===== src/rtl/seq_mult.sv =====
// seq_mult -- sequential shift-add multiplier with saturated fixed-point output.
//
// Takes two WIDTH-bit operands on a start pulse (signed or unsigned), walks the
// multiplier one bit per clock over magnitudes, then spends one more clock
// applying the sign and producing the Q-format view. Latency is WIDTH+1 clocks
// from the start edge to the done pulse, independent of the operand values.
//
// Ports:
//   i_clk          clock, all state changes on posedge
//   i_rst          synchronous active-high reset, highest priority
//   i_start        request, accepted only while idle
//   i_signed_mode  1 = two's-complement operands (sampled with i_start)
//   i_dataa        multiplicand (sampled with i_start)
//   i_datab        multiplier   (sampled with i_start)
//   o_busy         operation in progress
//   o_done         one-cycle pulse when o_result/o_result_q/o_sat update
//   o_result       full 2*WIDTH-bit product
//   o_result_q     product >>> FRAC, saturated to WIDTH bits
//   o_sat          o_result_q was clamped on the last operation
module seq_mult #(
  parameter int WIDTH = 18,
  parameter int FRAC  = 16
) (
  input  logic               i_clk,
  input  logic               i_rst,
  input  logic               i_start,
  input  logic               i_signed_mode,
  input  logic [WIDTH-1:0]   i_dataa,
  input  logic [WIDTH-1:0]   i_datab,
  output logic               o_busy,
  output logic               o_done,
  output logic [2*WIDTH-1:0] o_result,
  output logic [WIDTH-1:0]   o_result_q,
  output logic               o_sat
);

  localparam int PW = 2 * WIDTH;
  localparam int IW = $clog2(WIDTH + 1);

  typedef enum logic {IDLE, RUN} state_t;

  state_t            r_state, w_state_nxt;
  logic [IW-1:0]     r_idx;
  logic [PW-1:0]     r_acc;
  logic [WIDTH-1:0]  r_ma, r_mb;
  logic              r_neg, r_sgn;

  logic              w_accept, w_last;
  logic [WIDTH-1:0]  w_ma, w_mb;
  logic [PW-1:0]     w_p, w_qu, w_q;
  logic signed [PW-1:0] w_qs;
  logic              w_fit;
  logic [WIDTH-1:0]  w_qclamp;

  assign w_accept = (r_state == IDLE) && i_start;
  // idx == WIDTH is the extra finalize cycle after the last multiplier bit
  assign w_last   = (r_state == RUN) && (r_idx == IW'(WIDTH));

  // Two's-complement magnitude as an unsigned value: -2^(W-1) maps to 2^(W-1)
  assign w_ma = (i_signed_mode && i_dataa[WIDTH-1]) ? (~i_dataa + 1'b1) : i_dataa;
  assign w_mb = (i_signed_mode && i_datab[WIDTH-1]) ? (~i_datab + 1'b1) : i_datab;

  // Sign re-applied modulo 2^PW, then the truncating Q-format shift
  assign w_p  = r_neg ? (~r_acc + 1'b1) : r_acc;
  assign w_qs = $signed(w_p) >>> FRAC;
  assign w_qu = w_p >> FRAC;
  assign w_q  = r_sgn ? PW'(w_qs) : w_qu;

  // Signed fits when all bits above the WIDTH-bit sign position match it;
  // unsigned fits when nothing is set above WIDTH bits.
  assign w_fit = r_sgn ? ((&w_q[PW-1:WIDTH-1]) | ~(|w_q[PW-1:WIDTH-1]))
                       : ~(|w_q[PW-1:WIDTH]);

  always_comb begin
    w_qclamp = w_q[WIDTH-1:0];
    if (!w_fit) begin
      if (!r_sgn)           w_qclamp = '1;
      else if (w_q[PW-1])   w_qclamp = {1'b1, {(WIDTH-1){1'b0}}};
      else                  w_qclamp = {1'b0, {(WIDTH-1){1'b1}}};
    end
  end

  always_comb begin
    w_state_nxt = r_state;
    case (r_state)
      IDLE:    if (i_start) w_state_nxt = RUN;
      RUN:     if (w_last)  w_state_nxt = IDLE;
      default: w_state_nxt = IDLE;
    endcase
  end

  assign o_busy = (r_state == RUN);

  always_ff @(posedge i_clk) begin
    if (i_rst) r_state <= IDLE;
    else       r_state <= w_state_nxt;
  end

  always_ff @(posedge i_clk) begin
    if (i_rst) begin
      r_idx      <= '0;
      r_acc      <= '0;
      r_ma       <= '0;
      r_mb       <= '0;
      r_neg      <= 1'b0;
      r_sgn      <= 1'b0;
      o_done     <= 1'b0;
      o_result   <= '0;
      o_result_q <= '0;
      o_sat      <= 1'b0;
    end else begin
      o_done <= 1'b0;
      if (w_accept) begin
        r_ma  <= w_ma;
        r_mb  <= w_mb;
        r_neg <= i_signed_mode & (i_dataa[WIDTH-1] ^ i_datab[WIDTH-1]);
        r_sgn <= i_signed_mode;
        r_acc <= '0;
        r_idx <= '0;
      end else if (w_last) begin
        o_result   <= w_p;
        o_result_q <= w_qclamp;
        o_sat      <= ~w_fit;
        o_done     <= 1'b1;
      end else if (r_state == RUN) begin
        if (r_mb[r_idx]) r_acc <= r_acc + ({{WIDTH{1'b0}}, r_ma} << r_idx);
        r_idx <= r_idx + 1'b1;
      end
    end
  end

endmodule


===== config.mk =====
export PLATFORM = sky130hd
export DESIGN_NAME = seq_mult
export DESIGN_NICKNAME = d
export VERILOG_FILES = /design/src/rtl/seq_mult.sv
export SDC_FILE = /design/constraint.sdc
export NUM_CORES = 1
export LEC_CHECK = 0
export CORE_UTILIZATION = 50
export DETAILED_ROUTE_END_ITERATION = 10
export DONT_BUFFER_PORTS = 1
export SKIP_LAST_GASP = 1
export SLEW_MARGIN = 20
export SYNTH_ARGS = -nofsm -noshare
export SYNTH_HDL_FRONTEND = slang
export SYNTH_SLANG_ARGS = --single-unit

===== constraint.sdc =====
create_clock -name i_clk -period 9.22 [get_ports i_clk]
set_input_delay 1.844 -clock i_clk [delete_from_list [all_inputs] [get_ports i_clk]]
set_output_delay 1.844 -clock i_clk [all_outputs]
set_load 0.02 [all_outputs]

* Yosys cells after proc, flatten, opt, wreduce, memory -nomap -nowiden
Cells that the tools add are included.
Operators by class: $lt $le $gt $ge 1, reduce and logical (&&, ||, !) cells 11, bitwise gates (word level) 12, equal/unequal tests 1, $add $sub $neg 5, shift operators 1, mux-type cells 14
Operator list (count):
- 18-bit two-way mux | 5
- 36-bit two-way mux | 2
- 18-bit by 1-bit adder with 18-bit output (second input constant) | 2
- 36-bit by 1-bit adder with 36-bit output (second input constant) | 1
- 36-bit adder | 1
- 18-bit inverter | 2
- 36-bit inverter | 1
- 18-bit by 5-bit left shift with 36-bit output | 1
- 19-bit AND reduction | 1
- 19-bit OR reduction | 1
- 18-bit OR reduction | 1
- 5-bit by 6-bit < comparator with 1-bit output (second input constant) | 1
- 1-bit inverter | 6
- 5-bit by 1-bit adder with 5-bit output (second input constant) | 1
- 1-bit binary-select mux with 5-bit select | 1
- 5-bit == test (second input constant) | 1
- 1-bit two-way mux | 5
- 1-bit logical AND | 4
- 2-bit AND reduction | 2
- 3-bit AND reduction | 1
- 1-bit one-hot mux with 2 select lines | 1
- 2-bit OR reduction | 1
- 1-bit AND | 1
- 1-bit bitwise OR | 1
- 1-bit XOR | 1
Storage, ports and cells: logic and storage cells 56, register bits after elaboration 136, output and inout port bits 57, input port bits 40

* Longest topological paths before layout
Gate-level depths: netlist of the first run.
depth in word-level cells 9, gate-level depth with buffers 21, mapped depth without buffers 17

* Least setup slack after synthesis of the first run
No wires, ideal clock.
path type register -> register, from register r_idx[0], to register r_acc[35], slack 4688 ps, stages on the path, launching flop included 20, setup time 79 ps, data required time 9141 ps, path buffers 4, data arrival time 4453 ps, period minus slack after synthesis 4532 ps, cells stage by stage dfxtp_1 > clkbuf_1 > buf_2 > clkbuf_1 > clkinv_1 > a211oi_1 > a21oi_1 > mux2_2 > o21ai_0 > o22ai_1 > ha_1 > clkbuf_1 > nand2_1 > nor3_1 > o22a_1 > a31oi_1 > a211oi_1 > o211ai_1 > a2111o_1 > o211ai_1
On the way: cells in the longest elaborated chain, start to end 4, elaborated cells between the ends (all ways) 8, classes of those cells add/sub (1); eq/ne (1); shift (1); mux (2); bitwise (1); reduce/logical (2)
Ends and longest elaborated chain:
- start: declaration | line 43 | logic [IW-1:0] r_idx;
- start signal: assignment | line 127 | r_idx <= r_idx + 1'b1;
- branches (longest 4 deep; another with 36-bit adder)
- end signal: assignment | line 126 | if (r_mb[r_idx]) r_acc <= r_acc + ({{WIDTH{1'b0}}, r_ma} << r_idx);
- end: declaration | line 44 | logic [PW-1:0] r_acc;
Parallel ways; which one is timed is not known. The select of a mux whose other input is x is not followed. A chain may end at the register's enable or synchronous reset.

* Worst setup path after layout of the first run
from register r_idx[1], to register r_acc[34]
Same word-level chain as after synthesis.

==> results.ini, run 1 <==
[outcome]
outcome = complete, no violations

[synth]
synthTopCellsByArea = dfxtp_1, nor2_1, a211oi_1
synth_async_sr_flop_share_pct = 0
synth-seq-area-share_pct = 28.59
syn_nets = 1285
synthAdderAreaFrac_pct = 5.466
synth-simple-area-share_pct = 21.82
ys_warn_count = 0
synthCells = 1204
synth_top_cell_by_area = dfxtp_1
synth_cell_types = 69
synth.cell_area_sq_um = 9523
synth_top_family_by_area = compound AO/OA/AOI/OAI gates
synth_xor_area_share_pct = 7.713
synthMuxAreaShare_pct = 6.885
syn_area_per_cell_sq_um = 7.909
synth-main-ff-cell = dfxtp_1
synth_compound_area_share_pct = 25.02
synth_top_area_share_pct = 28.59
synth_edf_count = 0
ys_ff_latch = 136

[finish]
fin_area_sq_um = 10180
final_cell_mix = nor2_1, dfxtp_1, nand2_1, a21oi_1, a211oi_1
antenna_cells = 0
syn_to_final_growth_pct = 6.858
final_common_cell = nor2_1
num-nets-final = 1231
drive_gt1_share_pct = 7.997

[clock_network]
clkTransAtPathRegs_ns = 0.07
clockBufferDepth = 2
cts_tree = built
hold_buffers = 0
insertion_delay_ns = 0.43
cts_max_level = 4
cts_root_buf = clkbuf_16
post_cts_resized = 0
cts.sinks = 136
cts_made_buffers = 17
cts_setup_buffers = 0

[place]
numPortBuffers = 0
finalWeightedCongestion = 0.9381
hpwl_um = 18990
placed_area_sq_um = 9565

[global_routing]
grt-ovfl-total = 0
antenna_found_initial = 0
track_usage_pct = 26.42
grt_pass1_wl_um = 41130
grt_pass1_vias = 7775
grt_max_degree = 116

[route]
vias = 8436
drc_errors = 0
vias_per_cell = 6.039
drt_iter0_markers = 628
routed_wl_um = 25420
firstDrtPassIters = 5
ant_nets = 0
wl_per_cell_um = 18.20

[timing]
max_freq_mhz = 195.2
skew_ns = 0.008332
maxSlewViolCount = 0
worstMarginPinSlew_ns = 0.9017
min_period_over_period_pct = 55.55
rsz0062_at_grt = no
hold_ws_ns = 0.4531
finalSetupViolations = 0
tns_ns = 0
post-route-min-period_ns = 5.122
hold_viol = 0
relSlewSlack_pct = 39.89

[critical_path]
criticalPathCategory = flip-flop to flip-flop
cp.required_ns = 9.53
worstRegToRegCells = 17
timing.rr.start = r_idx[1]
critPathLaunchType = flip-flop
critPathArrivalTime_ns = 5.44
r2r-end = r_acc[34]
crit_path_max_fanout = 32
cp-end-kind = flip-flop
ff2ff_setup_slack_ns = 4.10

[job]
drv_cap = 0

[die]
die_h_um = 140.0
start_util_pct = 50.91
die_w_um = 140.0
die_area_sq_um = 19600
io_pins = 97
fp.coreArea_sq_um = 18710
rows = 50

[hold_path]
hp-class = flip-flop to flip-flop
whs_path_depth = 2
hold_end = r_mb[0]
hp-start = r_mb[0]

[pwr]
peakVddDrop_mv = 0.1185
leakage_nw = 3.863
design_power_total_mw = 1.525
p_per_area_nw_per_um2 = 149.9

[power by group]
part	internal (mW)	switching [mW]
Clock	0.411	0.305
Combinational	0.0759	0.113
Sequential	0.603	0.0168
Total	1.09	0.435
[sequential cells by signal, summed over array words and instances (netlist names)]
register    count
o_result       36
r_sgn           1
r_mb           18
o_sat           1
o_done          1
o_busy          1
r_ma           18
r_neg           1
r_acc          36
o_result_q     18
r_idx           5
[area by class of cell]
class | instances | area, sq um
repair buffers | 9 | 67.56
clock inverters | 15 | 185.2
fillers | 1823 | 8529
clock buffers | 17 | 425.4
well taps | 234 | 292.8
inverters | 26 | 97.59
multi-input cells | 960 | 6385
flip-flops and latches | 136 | 2723
[critical path, stage by stage, from the launching register on]
cell and delay (ns):
dfxtp_1 0.46, buf_4 0.39, mux2_2 0.40, o21ai_0 0.69, nor2_1 0.07, a21oi_1 0.37, nand2_1 0.09, o21ai_0 0.13
nor2_1 0.08, ha_1 0.38, a21oi_1 0.15, o21ai_0 0.20, a21o_1 0.25, a2111oi_0 0.37, a21oi_1 0.22, a221oi_1 0.50
or4_1 0.18, nand3_1 0.07
[through the flow]
step           util, %  worst slack (ns)  cells
5_1_grt          54.40             3.772   1397
3_5_place_dp     51.14             4.198   1365
6_report         54.40             4.098   1397
4_1_cts          54.40             4.168   1397
3_3_place_gp     51.14             4.132   1365
2_1_floorplan        -             4.688   1204
[metal layers]
layer	up-vias	track usage (%)	routed length (um)
li1	4334	-	-
met1	3877	35.09	12100
met2	194	44.03	11960
met3	31	3.932	933
met4	0	8.386	434
met5	-	0	0
[cells by family (layout without fill, tap and decap cells)]
family,Yosys count,after routing
DFF,136,136
AOI/OAI and AO/OA,348,348
muxes,48,48
buffers and inverters,108,67
adders and majority gates,41,41
xor gates and xnor gates,83,83
and+or+nand+nor,440,440
[cell usage after synthesis (5+ instances only)]
master    number
o22ai_1       15
mux4_2        13
o211ai_1       6
nand2b_1       6
inv_1         25
o21a_1         5
nor2_1       178
nor2b_1        7
or2_2          8
and3_1         8
and2_1        10
or4_1         10
clkbuf_1      71
o32ai_1       14
o21ai_0       56
a31oi_1       14
a21oi_1       77
mux2_2        10
a311oi_1      11
nor3_1        25
a21o_1        26
o41ai_1        9
o31ai_1       12
nor3b_1        6
mux2i_1       25
nand4_1        9
ha_1          40
xor2_1        52
xnor2_1       30
nand3_1       26
a211oi_1      69
or3_1         31
dfxtp_1      136
buf_1          7
nand2_1       95
[worst max path at each step]
stage / from / end / slack, ns / cells past startpoint
2_1_floorplan: r_idx[0] / r_acc[35] / 4.69 / 19
3_3_place_gp: r_idx[1] / r_acc[34] / 4.13 / 17
3_5_place_dp: r_idx[1] / r_acc[27] / 4.20 / 15
4_1_cts: r_idx[1] / r_acc[27] / 4.17 / 15
5_1_grt: r_idx[1] / r_acc[35] / 3.77 / 17
6_report: r_idx[1] / r_acc[34] / 4.10 / 17
(Power assumes the default switching activity.)
==> run 2: changes to the inputs <==
- clock period: 9.22 -> 4.9 ns (I/O delays scaled with it)
==> run 2 against run 1 <==
First-iteration DRC count shrank 13%. Via count grew 2.3%. Setup slack lost 3.6 ns. Largest power group unchanged.
==> results.ini, run 2 (synthesis results as in run 1) <==
[outcome]
outcome = complete, no violations

[route]
vias_per_cell = 6.123
routed_wl_um = 26100
ant_nets = 0
vias = 8628
drt_iter0_markers = 549
firstDrtPassIters = 5
wl_per_cell_um = 18.52
drc_errors = 0

[global_routing]
antenna_found_initial = 0
grt_pass1_wl_um = 42370
grt-ovfl-total = 0
track_usage_pct = 27.05
grt_pass1_vias = 8030
grt_max_degree = 116

[timing]
maxSlewViolCount = 0
hold_viol = 0
post-route-min-period_ns = 4.394
worstMarginPinSlew_ns = 1.070
skew_ns = 0.01032
hold_ws_ns = 0.4535
tns_ns = 0
max_freq_mhz = 227.6
min_period_over_period_pct = 89.67
finalSetupViolations = 0
relSlewSlack_pct = 28.68
rsz0062_at_grt = no
setup_slack_ns = 0.5062

[pwr]
seqPwrFrac_pct = 40.3
peakVddDrop_mv = 0.2542
p_int_mw = 2.054
clock_power_share_pct = 47.1
leakage_nw = 3.925
combPwrFrac_pct = 12.5
p_sw_share_pct = 28.89
design_power_total_mw = 2.888
p_per_area_nw_per_um2 = 280.7
power.net_switching_mw = 0.8343

[die]
die_w_um = 140.0
io_pins = 97
fp.coreArea_sq_um = 18710
die_area_sq_um = 19600
start_util_pct = 50.91
die_h_um = 140.0
rows = 50

[place]
post-place-ws_ns = 0.6126
hpwl_um = 19510
placed_cells = 1377
placed_area_sq_um = 9681
finalWeightedCongestion = 0.9183
numPortBuffers = 0

[finish]
regArea_sq_um = 2723
drive_gt1_share_pct = 8.936
fillers = 1777
postLayoutCoreUtil_pct = 55.00
num-nets-final = 1243
final_cell_mix = nor2_1, dfxtp_1, nand2_1, a21oi_1, a211oi_1
multi_input_area_sq_um = 6385
top_regs = o_result (36), r_acc (36)
syn_to_final_growth_pct = 8.041
layoutNonFillerInstCount = 1409
final_common_cell = nor2_1
antenna_cells = 0
fin_area_sq_um = 10290

[critical_path]
cp.required_ns = 5.26
criticalPathCategory = flip-flop to flip-flop
critPathLaunchType = flip-flop
critPathArrivalTime_ns = 4.75
slowest_delay_ns = 0.56
path_cells = buf_12 -> mux2i_1 -> nor2_1 -> a31oi_1 -> nor2_1 -> a21oi_1 -> a21oi_1 -> and2_1 -> ha_1 -> nand2_1 -> nor3_1 -> o22a_1 -> a31oi_1 -> a211oi_1 -> o211ai_1 -> a2111o_1 -> o211ai_1
crit_path_max_fanout = 37
slowest_stage = a211oi_1
cp-end-kind = flip-flop

[clock_network]
post_cts_resized = 0
insertion_delay_ns = 0.43
cts_max_level = 4
clockBufferDepth = 2
cts_tree = built
cts_setup_buffers = 0
cts_made_buffers = 17
hold_buffers = 0
cts_root_buf = clkbuf_16
cts.sinks = 136
clkTransAtPathRegs_ns = 0.07

[hold_path]
hp-class = flip-flop to flip-flop

[job]
drv_cap = 0

-- run 2: cell types whose count changed in the layout (fill, tap and decap cells not counted), sizes merged --
cell | previous run | this run
buf | 9 | 21
-- run 2: layout make-up --
cell class | instances | area share [%]
multi-input combinational | 960 | 62.06
sequential | 136 | 26.46
clock buffer | 17 | 4.135
tap | 234 | 2.846
clock inverter | 15 | 1.776
timing repair buffer | 21 | 1.776
inverter | 26 | 0.9486
-- run 2: path summary, 6_finish.rpt --
kind             from        end  slack [ns]  depth (start not counted)
max          r_idx[1]  r_acc[35]        0.51                         17
min           r_mb[0]    r_mb[0]        0.45                          2
max reg2reg  r_idx[1]  r_acc[35]        0.51                         17
min reg2reg   r_mb[0]    r_mb[0]        0.45                          2
-- run 2: power by group through the flow --
stage | registers, mW | clock network [mW] | logic (mW)
CTS | 1.16 | 1.37 | 0.362
detailed placement | 1.19 | 0 | 0.361
finish | 1.16 | 1.36 | 0.362
global placement | 1.19 | 0 | 0.360
global route | 1.17 | 1.42 | 0.402
floorplan | 1.18 | 0 | 0.297
-- run 2: layer usage --
metal,part of all wire (%),track usage (%)
met1,46,35.44
met2,48,46.68
met3,4.1,3.350
met4,1.4,7.461
met5,0,0
-- run 2: worst max-delay path: cells and delay by family, from the launching register on --
family	cells	cell delay, ns
compound gates	9	2.35
fa+ha+maj	1	0.40
buf+inv	1	0.21
flops	1	0.36
mux	1	0.25
simple gates	5	0.74
==> run 3: changes to the inputs <==
- CORE_MARGIN: unset -> 2
==> run 3 against run 2 <==
Non-clock buffer count grew 4. Power shrank 1.6%. Sequential power is essentially flat. Setup slack gained 0.085 ns. Clock skew grew 0.0017 ns. Cell count grew 0.28%. Worst hold slack lost 0.0041 ns. Core utilization shrank 0.060 points. Via count shrank 0.14%. First-iteration DRC count grew 9.5%. Critical path depth shrank 1. Critical path type unchanged. Critical endpoint unchanged. Highest routed layer unchanged.
==> results.ini, run 3 (synthesis results as in run 1) <==
[die]
die_w_um = 142.0
die_h_um = 142.0
start_util_pct = 50.91
die_area_sq_um = 20170
fp.coreArea_sq_um = 18710
rows = 50
io_pins = 97

[route]
vias_per_cell = 6.098
ant_nets = 0
firstDrtPassIters = 6
drt_iter0_markers = 601
drc_errors = 0
routed_wl_um = 25620
vias = 8616
wl_per_cell_um = 18.13

[timing]
finalSetupViolations = 0
skew_ns = 0.01201
max_freq_mhz = 232.1
min_period_over_period_pct = 87.93
tns_ns = 0
hold_viol = 0
post-route-min-period_ns = 4.309
worstMarginPinSlew_ns = 0.8712
maxSlewViolCount = 0
relSlewSlack_pct = 41.92
rsz0062_at_grt = no

[global_routing]
antenna_found_initial = 0
grt_max_degree = 116
track_usage_pct = 25.94
grt_pass1_wl_um = 41580
grt_pass1_vias = 7915
grt-ovfl-total = 0

[critical_path]
cp-end-kind = flip-flop
cp.required_ns = 5.26
path_cells = buf_4 -> clkinv_1 -> a211oi_1 -> a21oi_1 -> mux2_2 -> o21ai_0 -> o22ai_1 -> ha_1 -> nand2_1 -> nor3_1 -> o22a_1 -> a31oi_1 -> a211oi_1 -> o211ai_1 -> a2111o_1 -> o211ai_1
worstRegToRegCells = 16
slowest_delay_ns = 0.49
criticalPathCategory = flip-flop to flip-flop
ff2ff_setup_slack_ns = 0.59
timing.rr.start = r_idx[0]
critPathArrivalTime_ns = 4.66
crit_family = compound AO/OA/AOI/OAI gates
crit_path_max_fanout = 27
r2r-end = r_acc[35]
slowest_stage = a211oi_1
critPathLaunchType = flip-flop
worst-path-buf-inv = 2

[clock_network]
cts_root_buf = clkbuf_16
cts_setup_buffers = 0
hold_buffers = 0
cts_made_buffers = 17
clockBufferDepth = 2
cts_max_level = 4
post_cts_resized = 0
clkTransAtPathRegs_ns = 0.07
cts.sinks = 136
cts_tree = built
insertion_delay_ns = 0.44

[hold_path]
hold_end = r_mb[0]
whs_path_depth = 2
hp-class = flip-flop to flip-flop
hp-start = r_mb[0]

[pwr]
peakVddDrop_mv = 0.2169
design_power_total_mw = 2.841
p_per_area_nw_per_um2 = 276.4
clock_power_share_pct = 46.2
seqPwrFrac_pct = 41.0
combPwrFrac_pct = 12.9
leakage_nw = 3.927
p_sw_share_pct = 28.93
p_int_mw = 2.019
power.net_switching_mw = 0.8220

[job]
drv_cap = 0

[finish]
final_cell_mix = nor2_1, dfxtp_1, nand2_1, a21oi_1, a211oi_1
num-nets-final = 1247
regArea_sq_um = 2723
final_common_cell = nor2_1
syn_to_final_growth_pct = 7.923
fillers = 1788
drive_gt1_share_pct = 9.160
multi_input_area_sq_um = 6382
antenna_cells = 0
top_regs = o_result (36), r_acc (36)

[place]
finalWeightedCongestion = 0.9596
numPortBuffers = 0
hpwl_um = 19550

[outcome]
outcome = complete, no violations

-- run 3: changes by cell type in the layout (fill, tap and decap cells not counted) --
cell	delta
buf_12	-2
buf_4	+6
bufinv_16	-1
clkbuf_8	+1
clkinv_2	-1
clkinvlp_4	+1
nand2b_1	+1
nand2b_2	-1
-- run 3: worst max-delay path by stage --
stage / cells past startpoint / slack, ns / end / from
6_report: 16 / 0.59 / r_acc[35] / r_idx[0]
3_5_place_dp: 16 / 0.60 / r_acc[31] / r_idx[0]
3_3_place_gp: 16 / 0.69 / r_acc[35] / r_idx[0]
2_1_floorplan: 19 / 0.37 / r_acc[35] / r_idx[0]
4_1_cts: 16 / 0.58 / r_acc[31] / r_idx[0]
5_1_grt: 16 / 0.14 / r_acc[35] / r_idx[0]
-- run 3: cell type report --
cell class	instances	area share, %
multi-input combinational	960	62.10
sequential	136	26.49
clock buffer	18	4.273
tap	234	2.849
timing repair buffer	25	1.826
clock inverter	14	1.510
inverter	26	0.9496
-- run 3: layer usage --
metal | part of all wire, % | routed length (um) | global-route usage, % | vias up
li1 | - | - | - | 4370
met3 | 4.4 | 1116 | 3.903 | 42
met1 | 47 | 12030 | 35.00 | 3971
met2 | 46 | 11820 | 42.11 | 233
met5 | 0 | 0 | 0 | -
met4 | 2.6 | 657 | 9.684 | 0
-- run 3: through the flow --
step / hold slack, ns / utilization [%] / setup slack, ns / std cells / cell area, sq um
after floorplan: 0.4334 / - / 0.3678 / 1204 / 9523
after detailed placement: 0.4430 / 51.77 / 0.6004 / 1381 / 9683
after global placement: 0.4381 / 51.77 / 0.6853 / 1381 / 9683
after global routing: 0.4702 / 54.94 / 0.1378 / 1413 / 10280
final: 0.4495 / 54.94 / 0.5915 / 1413 / 10280
after CTS: 0.4509 / 54.94 / 0.5759 / 1413 / 10280
-- run 3: worst register-to-register path, delay by kind of cell, from the launching register on --
family,cells,cell delay [ns]
flip-flops,1,0.33
buffers and inverters,2,0.63
multiplexers,1,0.28
adder cells (fa/ha/maj),1,0.44
AND/OR/NAND/NOR,2,0.39
AO/OA/AOI/OAI,10,2.18
-- run 3: power groups by stage --
stage	combinational [mW]	clock, mW	sequential [mW]
after global routing	0.405	1.38	1.17
final	0.366	1.31	1.16
after detailed placement	0.364	0	1.19
after global placement	0.363	0	1.19
after CTS	0.365	1.34	1.16
after floorplan	0.297	0	1.18
